**config.mk**
```make
export PLATFORM = sky130hd
export DESIGN_NAME = imem_loader
export DESIGN_NICKNAME = d
export VERILOG_FILES = /design/src/rtl/imem_loader.sv
export SDC_FILE = /design/constraint.sdc
export NUM_CORES = 1
export LEC_CHECK = 0
export ABC_AREA = 1
export CAP_MARGIN = 20
export CORE_MARGIN = 1
export CORE_UTILIZATION = 45
export DETAILED_ROUTE_END_ITERATION = 6
export PLACE_DENSITY = 0.77
export SYNTH_ARGS = -nofsm -noshare
export SYNTH_HDL_FRONTEND = slang
export SYNTH_SLANG_ARGS = --single-unit
```
**constraint.sdc**
```tcl
create_clock -name clk -period 2.1 [get_ports clk]
set_clock_uncertainty 0.1 [all_clocks]
set_input_delay 0.42 -clock clk [delete_from_list [all_inputs] [get_ports clk]]
set_output_delay 0.42 -clock clk [all_outputs]
set_load 0.01 [all_outputs]
```
**src/rtl/imem_loader.sv**
```systemverilog
// Streams 32-bit instruction words into the byte-wide instruction memory write port,
// big-endian (MSB at the word address), one byte per cycle.
module imem_loader #(
    parameter int unsigned MEM_BYTES = 512,
    parameter int unsigned CNT_W     = 16
) (
    input  logic             clk,
    input  logic             rst_n,
    input  logic             start,
    input  logic [31:0]      base_addr,
    input  logic             word_valid,
    input  logic [31:0]      word_data,
    input  logic             word_last,
    output logic             word_ready,
    output logic             wr_en,
    output logic [31:0]      wr_addr,
    output logic [7:0]       wr_data,
    output logic             busy,
    output logic             done,
    output logic             overflow,
    output logic [CNT_W-1:0] words_loaded
);

    typedef enum logic [1:0] {StIdle, StWait, StWrite, StDone} state_e;

    localparam logic [32:0] MemLimit = 33'(MEM_BYTES);

    state_e           state_q, state_d;
    logic [31:0]      ptr_q, ptr_d;
    logic [1:0]       idx_q, idx_d;
    logic [31:0]      word_q, word_d;
    logic             last_q, last_d;
    logic             ovf_q, ovf_d;
    logic [CNT_W-1:0] cnt_q, cnt_d;
    logic [32:0]      ptr_end;
    logic [7:0]       byte_sel;

    // Widened so a base near 2^32 cannot wrap past the bound check.
    assign ptr_end = {1'b0, ptr_q} + 33'd4;

    always_comb begin
        state_d = state_q;
        ptr_d   = ptr_q;
        idx_d   = idx_q;
        word_d  = word_q;
        last_d  = last_q;
        ovf_d   = ovf_q;
        cnt_d   = cnt_q;
        unique case (state_q)
            StIdle: begin
                if (start) begin
                    ptr_d   = {base_addr[31:2], 2'b00};
                    cnt_d   = '0;
                    ovf_d   = 1'b0;
                    state_d = StWait;
                end
            end
            StWait: begin
                if (word_valid) begin
                    if (ptr_end > MemLimit) begin
                        ovf_d   = 1'b1;
                        state_d = StDone;
                    end else begin
                        word_d  = word_data;
                        last_d  = word_last;
                        idx_d   = 2'd0;
                        state_d = StWrite;
                    end
                end
            end
            StWrite: begin
                idx_d = idx_q + 2'd1;
                if (idx_q == 2'd3) begin
                    ptr_d   = ptr_q + 32'd4;
                    cnt_d   = cnt_q + CNT_W'(1);
                    state_d = last_q ? StDone : StWait;
                end
            end
            StDone:  state_d = StIdle;
            default: state_d = StIdle;
        endcase
    end

    always_ff @(posedge clk or negedge rst_n) begin
        if (!rst_n) begin
            state_q <= StIdle;
            ptr_q   <= '0;
            idx_q   <= '0;
            word_q  <= '0;
            last_q  <= 1'b0;
            ovf_q   <= 1'b0;
            cnt_q   <= '0;
        end else begin
            state_q <= state_d;
            ptr_q   <= ptr_d;
            idx_q   <= idx_d;
            word_q  <= word_d;
            last_q  <= last_d;
            ovf_q   <= ovf_d;
            cnt_q   <= cnt_d;
        end
    end

    always_comb begin
        byte_sel = word_q[31:24];
        unique case (idx_q)
            2'd0: byte_sel = word_q[31:24];
            2'd1: byte_sel = word_q[23:16];
            2'd2: byte_sel = word_q[15:8];
            2'd3: byte_sel = word_q[7:0];
            default: byte_sel = word_q[31:24];
        endcase
    end

    // Address/data are forced to zero outside WRITE so the port is quiet when idle.
    assign word_ready   = (state_q == StWait);
    assign wr_en        = (state_q == StWrite);
    assign wr_addr      = wr_en ? (ptr_q + {30'd0, idx_q}) : 32'd0;
    assign wr_data      = wr_en ? byte_sel : 8'd0;
    assign busy         = (state_q != StIdle);
    assign done         = (state_q == StDone);
    assign overflow     = ovf_q;
    assign words_loaded = cnt_q;

endmodule

```
==> summary.md, run 1 <==
| Metric | Value |
|---|---|
| RSZ-0062 raised after global routing | true |
| Pwr Total | 9.00 mW |
| Finished Core Util | 0.774 |
| Nets@finish | 1066 |
| Most numerous cell in the Yosys netlist | nand2_1 |
| Gr ovfl total | 0 |
| Share of synthesized registers carrying an async set or reset | 1.00 |
| Yosys warns | 0 |
| Die area | 11800 sq um |
| Sequential area share after synthesis | 0.411 |
| Leak | 4.06 nW |
| Largest family of logic cells by synthesized area | simple AND/OR/NAND/NOR gates |
| Violated checks | negative setup slack |
| Largest net degree at the start of global routing | 44 |
| CTS buffer count | 9 |
| Top delay family on crit path | simple AND/OR/NAND/NOR gates |
| Peak supply drop | 0.575 mV |
| Routed len/inst | 17.2 um |
| R2R Path End | word_q[11] |
| Worst-path fanout max | 17 |
| PnR worst setup slack | -0.510 ns |
| Arrival time of the worst setup path | 2.77 ns |
| Netlist cell types | 37 |
| Clock Tree Root | clkbuf_16 |
| Initial Util | 0.466 |
| Commonest cells post-synth | nand2_1, nor2_1, inv_1, dfrtp_1, o21ai_0 |
| Multi-input logic area | 3090 sq um |
| Slowest-stage cell, CP | dfrtp_1 |
| XOR/XNOR Fraction of Synth Area | 0.0154 |
| Reg2reg path depth | 15 |
| Non-filler instance count after layout | 1136 |
| Worst reg2reg startpoint | ptr_q[2] |
| Die height | 109 um |
| Synth Area in Simple Gates | 0.298 |
| Clock latency on the worst-skew pair | 0.35 ns |
| H-Tree Depth | 3 |
| Main synth FF type | dfrtp_1 |
| CTS tree | built |
| Antenna-violating nets left | 0 |
| Worst Tran Pin Value | 0.434 ns |
| Crit Path Category | reg2reg |
| Dpl hpwl | 12100 um |
| Clock Path Buffers | 2 |
| Clock Pin Slew Worst Setup and Hold Paths | 0.08 ns |
| Pwr dens | 1060 nW/um^2 |
| Mapped cell area | 5120 sq um |
| Flops & latches, synth | 84 |
| Placed Instances | 1086 |
| Avg Inst Size Synth | 6.93 sq um |
| Clock sinks | 84 |
| # DRC | 0 |
| Worst-path cell chain | ha_4 > nand2_4 > nor2_4 > nand3_4 > nor2_4 > nand3_2 > nand2_1 > nand2_1 > nor2_1 > nand2_1 > nor2_4 > nand3_4 > buf_12 > clkbuf_16 > o21ai_1 |
| Reg area | 2100 sq um |
| Number of global-route vias before repair | 6095 |
| Compound-gate portion of the synthesized area | 0.161 |
| WL final | 19600 um |
| Final setup fails | 47 |
| Drt pass-1 iters | 7 |
| Worst path bufs/invs | 2 |
| Total GRT Usage | 0.315 |
| DR iter-0 viols | 440 |
| Layout area overhead | 66.2% |
| Largest area contributor in the synthesized netlist | dfrtp_1 |
| Area fraction of the dominant cell type after synthesis | 0.411 |
| Hold Path Class | in2async |
| Fillers | 726 |
| DR vias | 6290 |
| Place WS | -0.480 ns |
| Period utilization | 1.24 |
| Placer Congestion | 0.953 |
| # diodes | 0 |
| Ports | 130 |
| Cells after Synth | 739 |
| Period minus WS final | 2.61 ns |
| CP peak stage delay | 0.43 ns |
| Ranking of synthesized cells by area | dfrtp_1, nand2_1, nor2_1 |
| Highest clock rate | 383 MHz |
| Fraction of the mapped netlist area in adder cells | 0.0147 |
| Global-route wire length before repair | 28600 um |
| Fraction of layout cells with a size suffix above 1 | 0.322 |
| Critical path endpoint category | flip-flop |
| Max-slew violation count | 0 |
| Die X | 109 um |
| Number of flops mapped to enable cells by yosys | 0 |
| Multiplexer area fraction after synthesis | 0 |
| Startpoint types | flip-flop |
| Std-Cell Core Area | 11000 sq um |
| Hold Worst Slack | 0.358 ns |
| Vias per std cell | 5.54 |
| Num rows | 38 |
| Initial antenna violation count | 0 |
| Data required, critical path | 2.26 ns |
| Status | finished with violations |
| Slew HR | 0.709 |
| Final hold vios | 0 |
| PortBufs | 127 |
| Net count after synthesis | 814 |
| R2R setup slack | -0.51 ns |
| Max Cap Violations | 0 |
-- placed cells by master, fill, tap and decap left out, types with 8 or more instances in the layout --
cell             count
dfrtp_1             83
a21oi_1             20
clkdlybuf4s50_1     82
o21ai_2             16
nor2_2              16
buf_4              115
nand2_4             14
nand4_1             10
nor2_4              19
nand2_1            147
nand3_2              8
clkbuf_16           13
buf_6               11
o22ai_1             22
inv_1               96
o21ai_1             21
buf_2               10
clkbuf_2            23
nand2_2             22
nand3_1             27
nor2_1              80
o21ai_0             40
-- where the power goes --
part / total, mW / switching [mW] / internal, mW / leakage (nW)
registers: 2.37 / 0.387 / 1.98 / 1.11
clock network: 1.67 / 0.735 / 0.932 / 0.150
logic: 4.97 / 2.68 / 2.28 / 2.81
-- worst register-to-register path: cells and delay by family, from the launching register on --
kind | cells | cell delay, ns
buffers and inverters | 2 | 0.36
and+or+nand+nor | 11 | 1.24
adders and majority gates | 1 | 0.19
AOI/OAI and AO/OA | 1 | 0.20
DFF | 1 | 0.43
-- layout make-up --
type                       count  area share
timing repair buffer         269       0.288
inverter                     103      0.0463
clock inverter                 7     0.00883
sequential                    84       0.247
clock buffer                   9      0.0265
multi-input combinational    524       0.363
tap                          140      0.0206
-- stage by stage --
stage | setup TNS (ns) | cell area, sq um
floorplan | -2.23 | 5130
global placement | -12.23 | 7310
detailed placement | -18.22 | 7310
CTS | -11.07 | 8000
global route | -20.27 | 8510
finish | -16.29 | 8510
-- layer usage --
layer / GRT usage / vias up / share of wire
li1: - / 2891 / -
met2: 0.543 / 337 / 0.50
met5: 0 / - / 0
met1: 0.388 / 2995 / 0.38
met3: 0.0532 / 67 / 0.076
met4: 0.131 / 0 / 0.038
-- flip-flops by register name, summed over array words and instances, names as in the netlist --
| name | count |
|---|---|
| word_q | 32 |
| ptr_q | 30 |
| words_loaded | 16 |
| idx_q | 2 |
| state_q | 2 |
| last_q | 1 |
| overflow | 1 |
-- how the worst max path moves through the flow --
stage	depth (start not counted)	to	slack (ns)	startpoint
after CTS	15	word_q[27]	-0.32	ptr_q[3]
after floorplan	15	word_q[0]	-0.11	ptr_q[3]
after detailed placement	14	word_q[10]	-0.48	ptr_q[10]
final	15	word_q[11]	-0.51	ptr_q[2]
after global placement	14	word_q[4]	-0.30	ptr_q[10]
after global routing	15	word_q[25]	-0.59	ptr_q[2]
-- kinds of logic (layout without fill, tap and decap cells) --
kind of cell	count (synthesis)	after routing
flops	84	84
xor+xnor	9	9
compound gates	147	147
buf+inv	131	388
simple gates	362	362
fa+ha+maj	6	6
-- repair_timing --
action	in CTS	in global routing
endpoints found under the setup margin	87	100
gates cloned	3	4
pin swaps	10	30
buffers inserted	14	14
gates resized for setup	151	155
endpoints found under the hold margin	10	0
hold buffers	1	0
(Power assumes the default switching activity.)
==> run 2, diff against run 1 <==
CORE_UTILIZATION = 50   (was 45)
PLACE_DENSITY = 0.81   (was 0.77)
clock period = 3 ns   (was 2.1 ns; I/O delays follow)
==> summary.md, run 2 (synthesis results as in run 1) <==
| Metric | Value |
|---|---|
| Largest net degree at the start of global routing | 69 (was 44) |
| Place WS | 0.229 ns (was -0.480 ns) |
| PnR worst setup slack | 0.123 ns (was -0.510 ns) |
| Std-Cell Core Area | 9860 sq um (was 11000 sq um) |
| Worst path bufs/invs | 3 (was 2) |
| # DRC | 0 (unchanged) |
| Data required, critical path | 2.30 ns (was 2.26 ns) |
| Initial Util | 0.519 (was 0.466) |
| Max Cap Violations | 0 (unchanged) |
| Status | finished clean (was finished with violations) |
| Largest reg by FF count | word_q (unchanged) |
| Largest register FFs | 32 (unchanged) |
| Worst-path fanout max | 9 (was 17) |
| Fraction of layout cells with a size suffix above 1 | 0.0638 (was 0.322) |
| Logic pwr share | 0.474 (was 0.552) |
| DR iter-0 viols | 315 (was 440) |
| Period utilization | 0.959 |
| Clock Pin Slew Worst Setup and Hold Paths | 0.11 ns (was 0.08 ns) |
| Routed len/inst | 14.8 um (was 17.2 um) |
| Global-route wire length before repair | 24400 um (was 28600 um) |
| RSZ-0062 raised after global routing | false (was true) |
| R2R Path End | ptr_q[15] (was word_q[11]) |
| Clock latency on the worst-skew pair | 0.37 ns (was 0.35 ns) |
| CTS tree | built (unchanged) |
| Hold_buf cts | 0 (was 1) |
| Clock share of power | 0.179 (was 0.185) |
| Hold Path Class | in2async (unchanged) |
| Period minus WS final | 2.88 ns |
| Initial antenna violation count | 0 (unchanged) |
| Fin Setup TNS | 0 ns (was -16.29 ns) |
| WL final | 14700 um (was 19600 um) |
| DR vias | 5355 (was 6290) |
| Die X | 103 um (was 109 um) |
| Gr ovfl total | 0 (unchanged) |
| Final hold vios | 0 (unchanged) |
| Total GRT Usage | 0.297 (was 0.315) |
| Max-slew violation count | 0 (unchanged) |
| Final setup fails | 0 (was 47) |
| Ports | 130 (unchanged) |
| Layout area overhead | 32.3% (was 66.2%) |
| Die area | 10600 sq um (was 11800 sq um) |
| Most frequent cells in the layout | nand2_1, clkdlybuf4s50_1, nor2_1 (was nand2_1, buf_4, inv_1) |
| Leak | 3.10 nW (was 4.06 nW) |
| Slowest-stage cell, CP | clkdlybuf4s50_1 (was dfrtp_1) |
| Die height | 103 um (was 109 um) |
| Highest clock rate | 348 MHz |
| Clock sinks | 84 (unchanged) |
| CP peak stage delay | 0.57 ns (was 0.43 ns) |
| Drt pass-1 iters | 5 (was 7) |
| Startpoint types | flip-flop (unchanged) |
| Placer Congestion | 0.937 (was 0.953) |
| Clock Tree Root | clkbuf_8 (was clkbuf_16) |
| R2R setup slack | 0.28 ns (was -0.51 ns) |
| Number of global-route vias before repair | 5280 (was 6095) |
| Antenna-violating nets left | 0 (unchanged) |
| Num rows | 36 (was 38) |
| Dpl hpwl | 11000 um (was 12100 um) |
| Pint | 2.67 mW (was 5.20 mW) |
| Arrival time of the worst setup path | 2.18 ns (was 2.77 ns) |
| Peak supply drop | 0.314 mV (was 0.575 mV) |
| P_sw | 2.12 mW (was 3.81 mW) |
| Sequential power share | 0.347 (was 0.263) |
| Pwr dens | 708 nW/um^2 (was 1060 nW/um^2) |
| Switching Fraction | 0.443 (was 0.423) |
| Most common cell after layout, fill and taps aside | nand2_1 (unchanged) |
| Vias per std cell | 5.38 (was 5.54) |
| Top delay family on crit path | buffers and inverters (was simple AND/OR/NAND/NOR gates) |
| # diodes | 0 (unchanged) |
| Worst-path cell chain | inv_1 > ha_2 > inv_2 > o21ai_0 > a31oi_1 > clkdlybuf4s50_1 (was ha_4 > nand2_4 > nor2_4 > nand3_4 > nor2_4 > nand3_2 > nand2_1 > nand2_1 > nor2_1 > nand2_1 > nor2_4 > nand3_4 > buf_12 > clkbuf_16 > o21ai_1) |
| CTS buffer count | 9 (unchanged) |
| Slew HR | 0.520 (was 0.709) |
| Worst reg2reg startpoint | state_q[0] (was ptr_q[2]) |
| H-Tree Depth | 3 (unchanged) |
| Levels on crit path | 6 (was 15) |
| Postcts setup bufs | 0 (was 14) |
| Worst Tran Pin Value | 0.720 ns (was 0.434 ns) |
| PortBufs | 127 (unchanged) |
| Reg2reg path depth | 9 (was 15) |
| Nets@finish | 932 (was 1066) |
| Clock Path Buffers | 2 (unchanged) |
| Crit Path Category | reg2out (was reg2reg) |
| Critical path endpoint category | output pin (was flip-flop) |
==> run 2: cell count changes in the layout (fill, tap and decap cells not counted), sizes merged, moves of 2 or more <==
cell           change
clkbuf            -27
buf              -139
clkdlybuf4s50     +40
dlymetal6s2s       +3
clkinvlp           +2
clkdlybuf4s15      -8
dlygate4sd2        -2
==> run 2: metrics by stage <==
stage | cell area, sq um | instances | util | hold slack, ns | power (mW)
after global routing | 6770 | 995 | 0.687 | 0.248 | 5.14
after detailed placement | 6530 | 979 | 0.662 | 0.371 | 3.89
after CTS | 6740 | 995 | 0.684 | 0.205 | 4.76
after global placement | 6530 | 979 | 0.662 | 0.366 | 3.83
after floorplan | 5120 | 739 | - | 0.204 | 3.02
final | 6770 | 995 | 0.687 | 0.168 | 4.80
==> run 2: layer usage <==
layer	up-vias	wire, um	GRT usage
met5	-	0	0
met4	0	345	0.125
met3	35	921	0.0484
met2	225	7130	0.498
met1	2466	6340	0.382
li1	2629	-	-
==> run 2: what timing repair did <==
action / in CTS / in global routing
endpoints found under the hold margin: 0 / 0
resized for setup: 2 / 10
endpoints found under the setup margin: 6 / 21
==> run 2: how the worst max path moves through the flow <==
stage,to,slack [ns],from
floorplan,word_q[0],0.76,ptr_q[3]
global placement,ptr_q[15],0.35,state_q[0]
detailed placement,ptr_q[15],0.23,state_q[0]
finish,wr_data[2],0.12,idx_q[0]
global route,wr_addr[30],0.002,state_q[1]
CTS,wr_data[3],0.05,state_q[0]
==> run 2: final cells by class <==
| class | instances | area, sq um |
|---|---|---|
| repair buffers | 135 | 1390 |
| well taps | 133 | 166 |
| inverters | 103 | 390 |
| clock buffers | 9 | 124 |
| flip-flops and latches | 84 | 2100 |
| fillers | 821 | 3090 |
| multi-input cells | 524 | 2520 |
| clock inverters | 7 | 85.1 |
==> run 2: power by group through the flow <==
stage / logic, mW / clock network (mW) / registers [mW]
floorplan: 1.41 / 0 / 1.61
global placement: 2.17 / 0 / 1.66
detailed placement: 2.22 / 0 / 1.68
CTS: 2.24 / 0.871 / 1.66
global route: 2.52 / 0.917 / 1.70
finish: 2.27 / 0.859 / 1.66
==> run 2: worst register-to-register path: stages, from the launching register on <==
cell and delay [ns]:
dfrtp_1 0.44, nor2_4 0.18, buf_6 0.24, buf_6 0.23, nand2_1 0.12, nand2_2 0.11
buf_4 0.48, inv_1 0.33, a211oi_1 0.31, a21oi_1 0.06
